==> src/rtl/seq_multiplier_if.sv <==
// Operand/result bundle between a requester and the sequential multiplier.
// Latency: none (wires only).
// Backpressure: the requester must hold start until busy is low; start is not queued.
interface seq_multiplier_if #(
  parameter int WIDTH = 4
);
  logic               ena;
  logic               start;
  logic [WIDTH-1:0]   a;
  logic [WIDTH-1:0]   b;
  logic               signed_mode;
  logic               acc_mode;
  logic               busy;
  logic               done;
  logic [2*WIDTH-1:0] product;

  modport master (
    output ena, start, a, b, signed_mode, acc_mode,
    input  busy, done, product
  );

  modport slave (
    input  ena, start, a, b, signed_mode, acc_mode,
    output busy, done, product
  );
endinterface

==> src/rtl/seq_multiplier.sv <==
// Shift-and-add multiplier, unsigned or two's-complement, optional accumulate.
// Latency: WIDTH+1 enabled cycles from accept to done; one op per WIDTH+2 cycles.
// Backpressure: start only sampled in IDLE; ena=0 freezes all state and outputs.
module seq_multiplier #(
  parameter int WIDTH = 4
) (
  input  logic             clk,
  input  logic             rst_n,
  seq_multiplier_if.slave  bus
);
  localparam int PW = 2 * WIDTH;
  localparam int CW = $clog2(WIDTH);

  localparam logic [1:0] S_IDLE = 2'd0;
  localparam logic [1:0] S_RUN  = 2'd1;
  localparam logic [1:0] S_DONE = 2'd2;

  logic [1:0]       state_q,   state_d;
  logic [CW-1:0]    cnt_q,     cnt_d;
  logic [PW-1:0]    mcand_q,   mcand_d;
  logic [WIDTH-1:0] mplr_q,    mplr_d;
  logic [PW-1:0]    sum_q,     sum_d;
  logic             neg_q,     neg_d;
  logic             acc_q,     acc_d;
  logic [PW-1:0]    product_q, product_d;

  logic [WIDTH-1:0] mag_a;
  logic [WIDTH-1:0] mag_b;
  logic [PW-1:0]    sum_step;
  logic [PW-1:0]    res;

  // Next-state, datapath step and result commit, all gated by ena
  always_comb begin
    state_d   = state_q;
    cnt_d     = cnt_q;
    mcand_d   = mcand_q;
    mplr_d    = mplr_q;
    sum_d     = sum_q;
    neg_d     = neg_q;
    acc_d     = acc_q;
    product_d = product_q;

    // Magnitudes; the most negative value maps to 2^(WIDTH-1), still fits unsigned
    mag_a = (bus.signed_mode && bus.a[WIDTH-1]) ? (~bus.a + 1'b1) : bus.a;
    mag_b = (bus.signed_mode && bus.b[WIDTH-1]) ? (~bus.b + 1'b1) : bus.b;

    // Partial sum including this step's add, so the last step can commit directly
    sum_step = sum_q + (mplr_q[0] ? mcand_q : '0);
    res      = neg_q ? (~sum_step + 1'b1) : sum_step;

    if (bus.ena) begin
      case (state_q)
        S_IDLE: begin
          if (bus.start) begin
            state_d = S_RUN;
            cnt_d   = '0;
            mcand_d = {{WIDTH{1'b0}}, mag_a};
            mplr_d  = mag_b;
            sum_d   = '0;
            neg_d   = bus.signed_mode & (bus.a[WIDTH-1] ^ bus.b[WIDTH-1]);
            acc_d   = bus.acc_mode;
          end
        end
        S_RUN: begin
          sum_d   = sum_step;
          mcand_d = mcand_q << 1;
          mplr_d  = mplr_q >> 1;
          cnt_d   = cnt_q + 1'b1;
          if (cnt_q == CW'(WIDTH - 1)) begin
            state_d   = S_DONE;
            product_d = acc_q ? (product_q + res) : res;
          end
        end
        S_DONE: state_d = S_IDLE;
        default: state_d = S_IDLE;
      endcase
    end
  end

  // State registers; reset aborts any operation and clears the result
  always_ff @(posedge clk or negedge rst_n) begin
    if (!rst_n) begin
      state_q   <= S_IDLE;
      cnt_q     <= '0;
      mcand_q   <= '0;
      mplr_q    <= '0;
      sum_q     <= '0;
      neg_q     <= 1'b0;
      acc_q     <= 1'b0;
      product_q <= '0;
    end else begin
      state_q   <= state_d;
      cnt_q     <= cnt_d;
      mcand_q   <= mcand_d;
      mplr_q    <= mplr_d;
      sum_q     <= sum_d;
      neg_q     <= neg_d;
      acc_q     <= acc_d;
      product_q <= product_d;
    end
  end

  assign bus.busy    = (state_q == S_RUN) || (state_q == S_DONE);
  assign bus.done    = (state_q == S_DONE);
  assign bus.product = product_q;
endmodule

==> src/flat_wrapper.sv <==
// flat-port wrapper written by rule: the top's interface ports become plain ports
module seq_multiplier_flat 
#(
  parameter int WIDTH = 4
)
  (clk, rst_n, bus_ena, bus_start, bus_a, bus_b, bus_signed_mode, bus_acc_mode, bus_busy, bus_done, bus_product);
  seq_multiplier_if #(.WIDTH(WIDTH)) bus_i ();
  input  logic clk;
  input  logic rst_n;
  input wire logic [$bits(bus_i.ena)-1:0] bus_ena;
  input wire logic [$bits(bus_i.start)-1:0] bus_start;
  input wire logic [$bits(bus_i.a)-1:0] bus_a;
  input wire logic [$bits(bus_i.b)-1:0] bus_b;
  input wire logic [$bits(bus_i.signed_mode)-1:0] bus_signed_mode;
  input wire logic [$bits(bus_i.acc_mode)-1:0] bus_acc_mode;
  output wire logic [$bits(bus_i.busy)-1:0] bus_busy;
  output wire logic [$bits(bus_i.done)-1:0] bus_done;
  output wire logic [$bits(bus_i.product)-1:0] bus_product;
  assign bus_i.ena = bus_ena;
  assign bus_i.start = bus_start;
  assign bus_i.a = bus_a;
  assign bus_i.b = bus_b;
  assign bus_i.signed_mode = bus_signed_mode;
  assign bus_i.acc_mode = bus_acc_mode;
  assign bus_busy = bus_i.busy;
  assign bus_done = bus_i.done;
  assign bus_product = bus_i.product;
  seq_multiplier #(.WIDTH(WIDTH)) u_core (.clk(clk), .rst_n(rst_n), .bus(bus_i));
endmodule
==> config.mk <==
export PLATFORM = sky130hd
export DESIGN_NAME = seq_multiplier_flat
export DESIGN_NICKNAME = d
export VERILOG_FILES = /design/src/rtl/seq_multiplier_if.sv /design/src/rtl/seq_multiplier.sv /design/src/flat_wrapper.sv
export SDC_FILE = /design/constraint.sdc
export NUM_CORES = 1
export LEC_CHECK = 0
export ABC_CLOCK_PERIOD_IN_PS = 4300
export CAP_MARGIN = 0
export CORE_ASPECT_RATIO = 2
export CORE_MARGIN = 8
export CORE_UTILIZATION = 58
export DETAILED_ROUTE_END_ITERATION = 7
export GPL_TIMING_DRIVEN = 0
export PLACE_DENSITY = 0.92
export SLEW_MARGIN = 25
export SYNTH_ARGS = -nofsm -noshare
export SYNTH_HDL_FRONTEND = slang
export SYNTH_SLANG_ARGS = --single-unit
==> constraint.sdc <==
create_clock -name clk -period 4.3 [get_ports clk]
set_input_delay 0.86 -clock clk [delete_from_list [all_inputs] [get_ports clk]]
set_output_delay 0.86 -clock clk [all_outputs]
set_load 0.02 [all_outputs]
After elaboration in Yosys (flattened, before gate mapping)

Index checks and enable logic that the tools add are counted.

Equal/unequal tests: 5
Mux-type cells: 16
Bitwise gates (word level): 5
Reductions and logical operators: 9
Add/subtract/negate cells: 6

Operator list:

| cell                  | number |
|---|---|
| $mux W8               | 5 |
| $pmux W8 S2           | 2 |
| $add A8 B8 Y8         | 2 |
| $mux W4               | 3 |
| $reduce_and A3 Y1     | 4 |
| $add A4 B1 Y4 const B | 2 |
| $add A8 B1 Y8 const B | 1 |
| $not A4 Y4            | 2 |
| $not A8 Y8            | 1 |
| $pmux W2 S2           | 2 |
| $pmux W4 S2           | 1 |
| $mux W2               | 3 |
| $eq A2 B2 Y1 const B  | 2 |
| $add A2 B1 Y2 const B | 1 |
| $eq A2 B1 Y1 const B  | 1 |
| $logic_and A1 B1 Y1   | 2 |
| $logic_not A2 Y1      | 1 |
| $ne A2 B1 Y1 const B  | 1 |
| $ne A2 B2 Y1 const B  | 1 |
| $reduce_bool A2 Y1    | 1 |
| $and A1 B1 Y1         | 1 |
| $logic_or A1 B1 Y1    | 1 |
| $xor A1 B1 Y1         | 1 |

Word-level logic and storage cells: 49
Flip-flop bits (word level): 34
Input bits: 14
Output and inout port bits: 10

Depth between registers and ports, before layout

Word-level depth: 7
Depth in mapped cells: 16
Mapped depth without buffers: 16

Worst setup path before layout

OpenSTA, ideal clock, no wires.

Kind: register to register
From: register u_core.mplr_q[0]
To: register u_core.product_q[6], in the netlist u_core.bus.product[6]
Path buffers: 0
Arrival: 3.520 ns
Setup slack: 0.643 ns
Cell stages (with the launch flop): 16
Library setup time: 0.137 ns
Data required time: 4.163 ns
Clock period less this slack: 3.657 ns
Path through: dfrtp_1 -> and2_1 -> ha_1 -> fa_1 -> a211oi_4 -> nor2_2 -> or2_4 -> and3_1 -> or2_2 -> ha_1 -> and2_1 -> a311o_1 -> a21oi_1 -> xor2_1 -> o22a_1 -> a31oi_1

Longest elaborated chain between the ends: 7

Ends and longest elaborated chain:

| what                   | RTL line             | RTL |
|---|---|---|
| start, declared        | seq_multiplier.sv:21 | `logic [WIDTH-1:0] mplr_q, mplr_d;` |
| start signal, assigned | seq_multiplier.sv:95 | `mplr_q <= mplr_d;` |
| $mux W8 *              | seq_multiplier.sv:48 | `sum_step = sum_q + (mplr_q[0] ? mcand_q : '0);` |
| $add A8 B8 Y8 *        | seq_multiplier.sv:48 |  |
| $not A8 Y8             | seq_multiplier.sv:49 | `res = neg_q ? (~sum_step + 1'b1) : sum_step;` |
| $add A8 B1 Y8          | seq_multiplier.sv:49 |  |
| $mux W8 *              | seq_multiplier.sv:49 |  |
| $add A8 B8 Y8          | seq_multiplier.sv:71 | `product_d = acc_q ? (product_q + res) : res;` |
| $mux W8 *              | seq_multiplier.sv:71 |  |
| end signal, assigned   | seq_multiplier.sv:99 | `product_q <= product_d;` |
| end, declared          | seq_multiplier.sv:25 | `logic [PW-1:0] product_q, product_d;` |

Mark *: on every way between the ends. The rest lies on a longest branch, timed or not.
A chain may end at the register's enable or synchronous reset.

Worst setup path in the final report

From: register u_core.mplr_q[0]
To: register u_core.product_q[7], in the netlist u_core.bus.product[7]

The elaborated chain is that of the path after synthesis.

==> results.toml <==
[outcome]
outcome = "finished, final reports clean"

[power_and_ir_drop]
ir_worst_vdd_uv = 691
p_leak_nw = 1.41
p_per_area_nw_per_um2 = 755

[synthesis]
synthTopCellsByArea = "dfrtp_1, ha_1, nand2_1"
synth_top_area_cell = "dfrtp_1"
async_flop_share_pct = 100
synthDistinctLibCells = 55
yosysSeqAreaShare_pct = 33.6
synth_top_area_share_pct = 33.6
synth-edff-count = 0
synth_warnings = 0
synthCells = 290
synthFlopType = "dfrtp_1"
ys_seq_elements = 34
synth_area_um2 = 2530
synth_nets = 328
postSynthAreaPerCell_um2 = 8.72

[grt]
grt_pass1_wl_mm = 10.7
grt_max_degree = 32
track_usage_pct = 19.2
grt_pass1_vias = 2390
grt_overflow_total = 0
antenna_found_initial = 0

[floorplanning]
initial_core_util_pct = 59.5
die_w_um = 62.7
core_um2 = 4250
die_height_um = 109
row_count = 34
ioPinCount = 24
die_area_um2 = 6860

[cts]
post-cts-setup-buffers = 0
clock_latency_ns = 0.30
h-tree-depth = 2
cts_buffers = 5
cts_sinks = 34
clock-root-buffer = "clkbuf_8"
cts_tree = "yes"
cts.clk_slew.worst_paths_ns = 0.08
cts.path.max_buffers = 2

[detailed_routing]
avgRoutedWirePerCell_um = 17.0
dr.pass1.iters = 4
vias = 2310
wl_mm = 6.38
drc = 0
ant_nets = 0
drt_iter0_drc = 82
vias_per_cell = 6.14

[sta]
finClkSkew_ns = 0.0134
period_share_pct = 95.0
setup_viol = 0
hold_violations = 0
worst_pin_slew_ns = 0.522
drv_slew = 0
fin_hold_ws_ns = 0.360
slew_headroom_pct = 65.2
fmax_ghz = 0.245
min_period_ns = 4.09

[placed_design]
finalWeightedCongestion = 0.928
hpwlAfterDp_mm = 4.61
portBuffers = 23

[finish]
syn_to_final_growth_pct = 18.1
layout_commonest_cell = "nand2_1"
fill_cells = 315
antenna_cells = 0
drive_gt1_share_pct = 8.07
post-route-util_pct = 70.2
finalNetCount = 359
final_cell_mix = "nand2_1, dfrtp_1, a21oi_1, o21ai_0"

[critical_path]
r2r_cells = 14
worst-path-max-fanout = 9
cp.arrival_ns = 4.24
critPathKind = "reg2reg"
end_kind = "flop"
rrSetupSlack_ns = 0.21
cp-start-kind = "flop"
worstPathRequired_ns = 4.46
critPathLaunch = "u_core.mplr_q[0]$_DFFE_PN0P_"
r2r_start = "u_core.mplr_q[0]$_DFFE_PN0P_"
reg2reg_to = "u_core.bus.product[7]$_DFFE_PN0P_"

[job]
maxCapViolations = 0

[worst_hold_path]
hp-class = "in2async"
[Yosys cell counts (3+ instances only)]
cell      number
inv_1         14
nand2_1       37
ha_1          22
a32oi_1        3
or3_1          3
a31oi_1        4
nor3b_1        3
nor2_1        12
and2_1        12
a21oi_1       23
dfrtp_1       34
mux2i_1        5
a21o_1         5
o21ai_0       23
and3_1         6
xor2_1         6
clkbuf_1       9
nand3_1       20
xnor2_1        6
[cell type report]
class | count | area, um^2 | area share (%)
multi-input cells | 231 | 1590 | 53.3
flip-flops and latches | 34 | 851 | 28.5
repair buffers | 24 | 245 | 8.21
clock buffers | 5 | 68.8 | 2.30
clock inverters | 3 | 68.8 | 2.30
well taps | 54 | 67.6 | 2.26
inverters | 15 | 56.3 | 1.88
plain buffers | 10 | 38.8 | 1.30
[critical path, stage by stage, from the launching register on]
cell and delay, ns:
dfrtp_1 0.46, and2_1 0.19, ha_1 0.22, fa_1 0.49
a211oi_4 0.34, nor2_2 0.08, or2_4 0.28, and3_1 0.18
or2_2 0.27, ha_1 0.33, o21a_1 0.16, a2111oi_2 0.44
nor2_1 0.15, a221oi_1 0.27, a32oi_1 0.09
[repair_timing]
action,CTS,global route
hold buffers,0,0
hold endpoints to repair,0,0
resized for setup,0,1
endpoints found under the setup margin,0,2
[sequential cells by signal, indices dropped and copies added (netlist names)]
| name | cells |
|---|---|
| u_core.sum_q | 8 |
| u_core.neg_q | 1 |
| u_core.cnt_q | 2 |
| u_core.acc_q | 1 |
| u_core.state_q | 2 |
| u_core.bus.product | 8 |
| u_core.mplr_q | 4 |
| u_core.mcand_q | 8 |
[logic make-up after synthesis]
family | after synthesis | share of synthesized area, %
adder cells (fa/ha/maj) | 24 | 12.5
buffers and inverters | 25 | 3.76
flip-flops | 34 | 33.6
AO/OA/AOI/OAI | 83 | 22.1
multiplexers | 6 | 2.42
XOR/XNOR | 13 | 4.80
AND/OR/NAND/NOR | 105 | 20.8
[stage by stage]
stage	cells	setup TNS [ns]	area, um^2	total power [mW]	setup WS [ns]
final	376	0	2990	2.26	0.214
after global placement	367	0	2830	1.77	0.339
after detailed placement	368	0	2840	1.84	0.238
after CTS	376	0	2980	2.24	0.117
after global routing	376	-0.00943	2990	2.42	-0.00943
after floorplan	290	0	2530	1.51	0.643
[where the power goes]
group	switching (mW)	internal [mW]	total, mW
combinational	0.760	0.574	1.33
clock	0.135	0.232	0.367
sequential	0.109	0.445	0.554
total	1.00	1.25	2.26
[layer usage]
metal  GRT usage, %  share of wire, %
met5              0                 0
met1           19.7                38
met4           12.6               3.8
met2           34.7                54
met3           3.98               4.0
[worst max-delay path by stage]
| stage | to | cells after the start |
|---|---|---|
| after floorplan | u_core.bus.product[6]$_DFFE_PN0P_ | 15 |
| after global placement | u_core.bus.product[6]$_DFFE_PN0P_ | 15 |
| after detailed placement | u_core.bus.product[6]$_DFFE_PN0P_ | 15 |
| after CTS | u_core.bus.product[7]$_DFFE_PN0P_ | 14 |
| after global routing | u_core.bus.product[7]$_DFFE_PN0P_ | 14 |
| final | u_core.bus.product[7]$_DFFE_PN0P_ | 14 |
(Power assumes the default switching activity.)
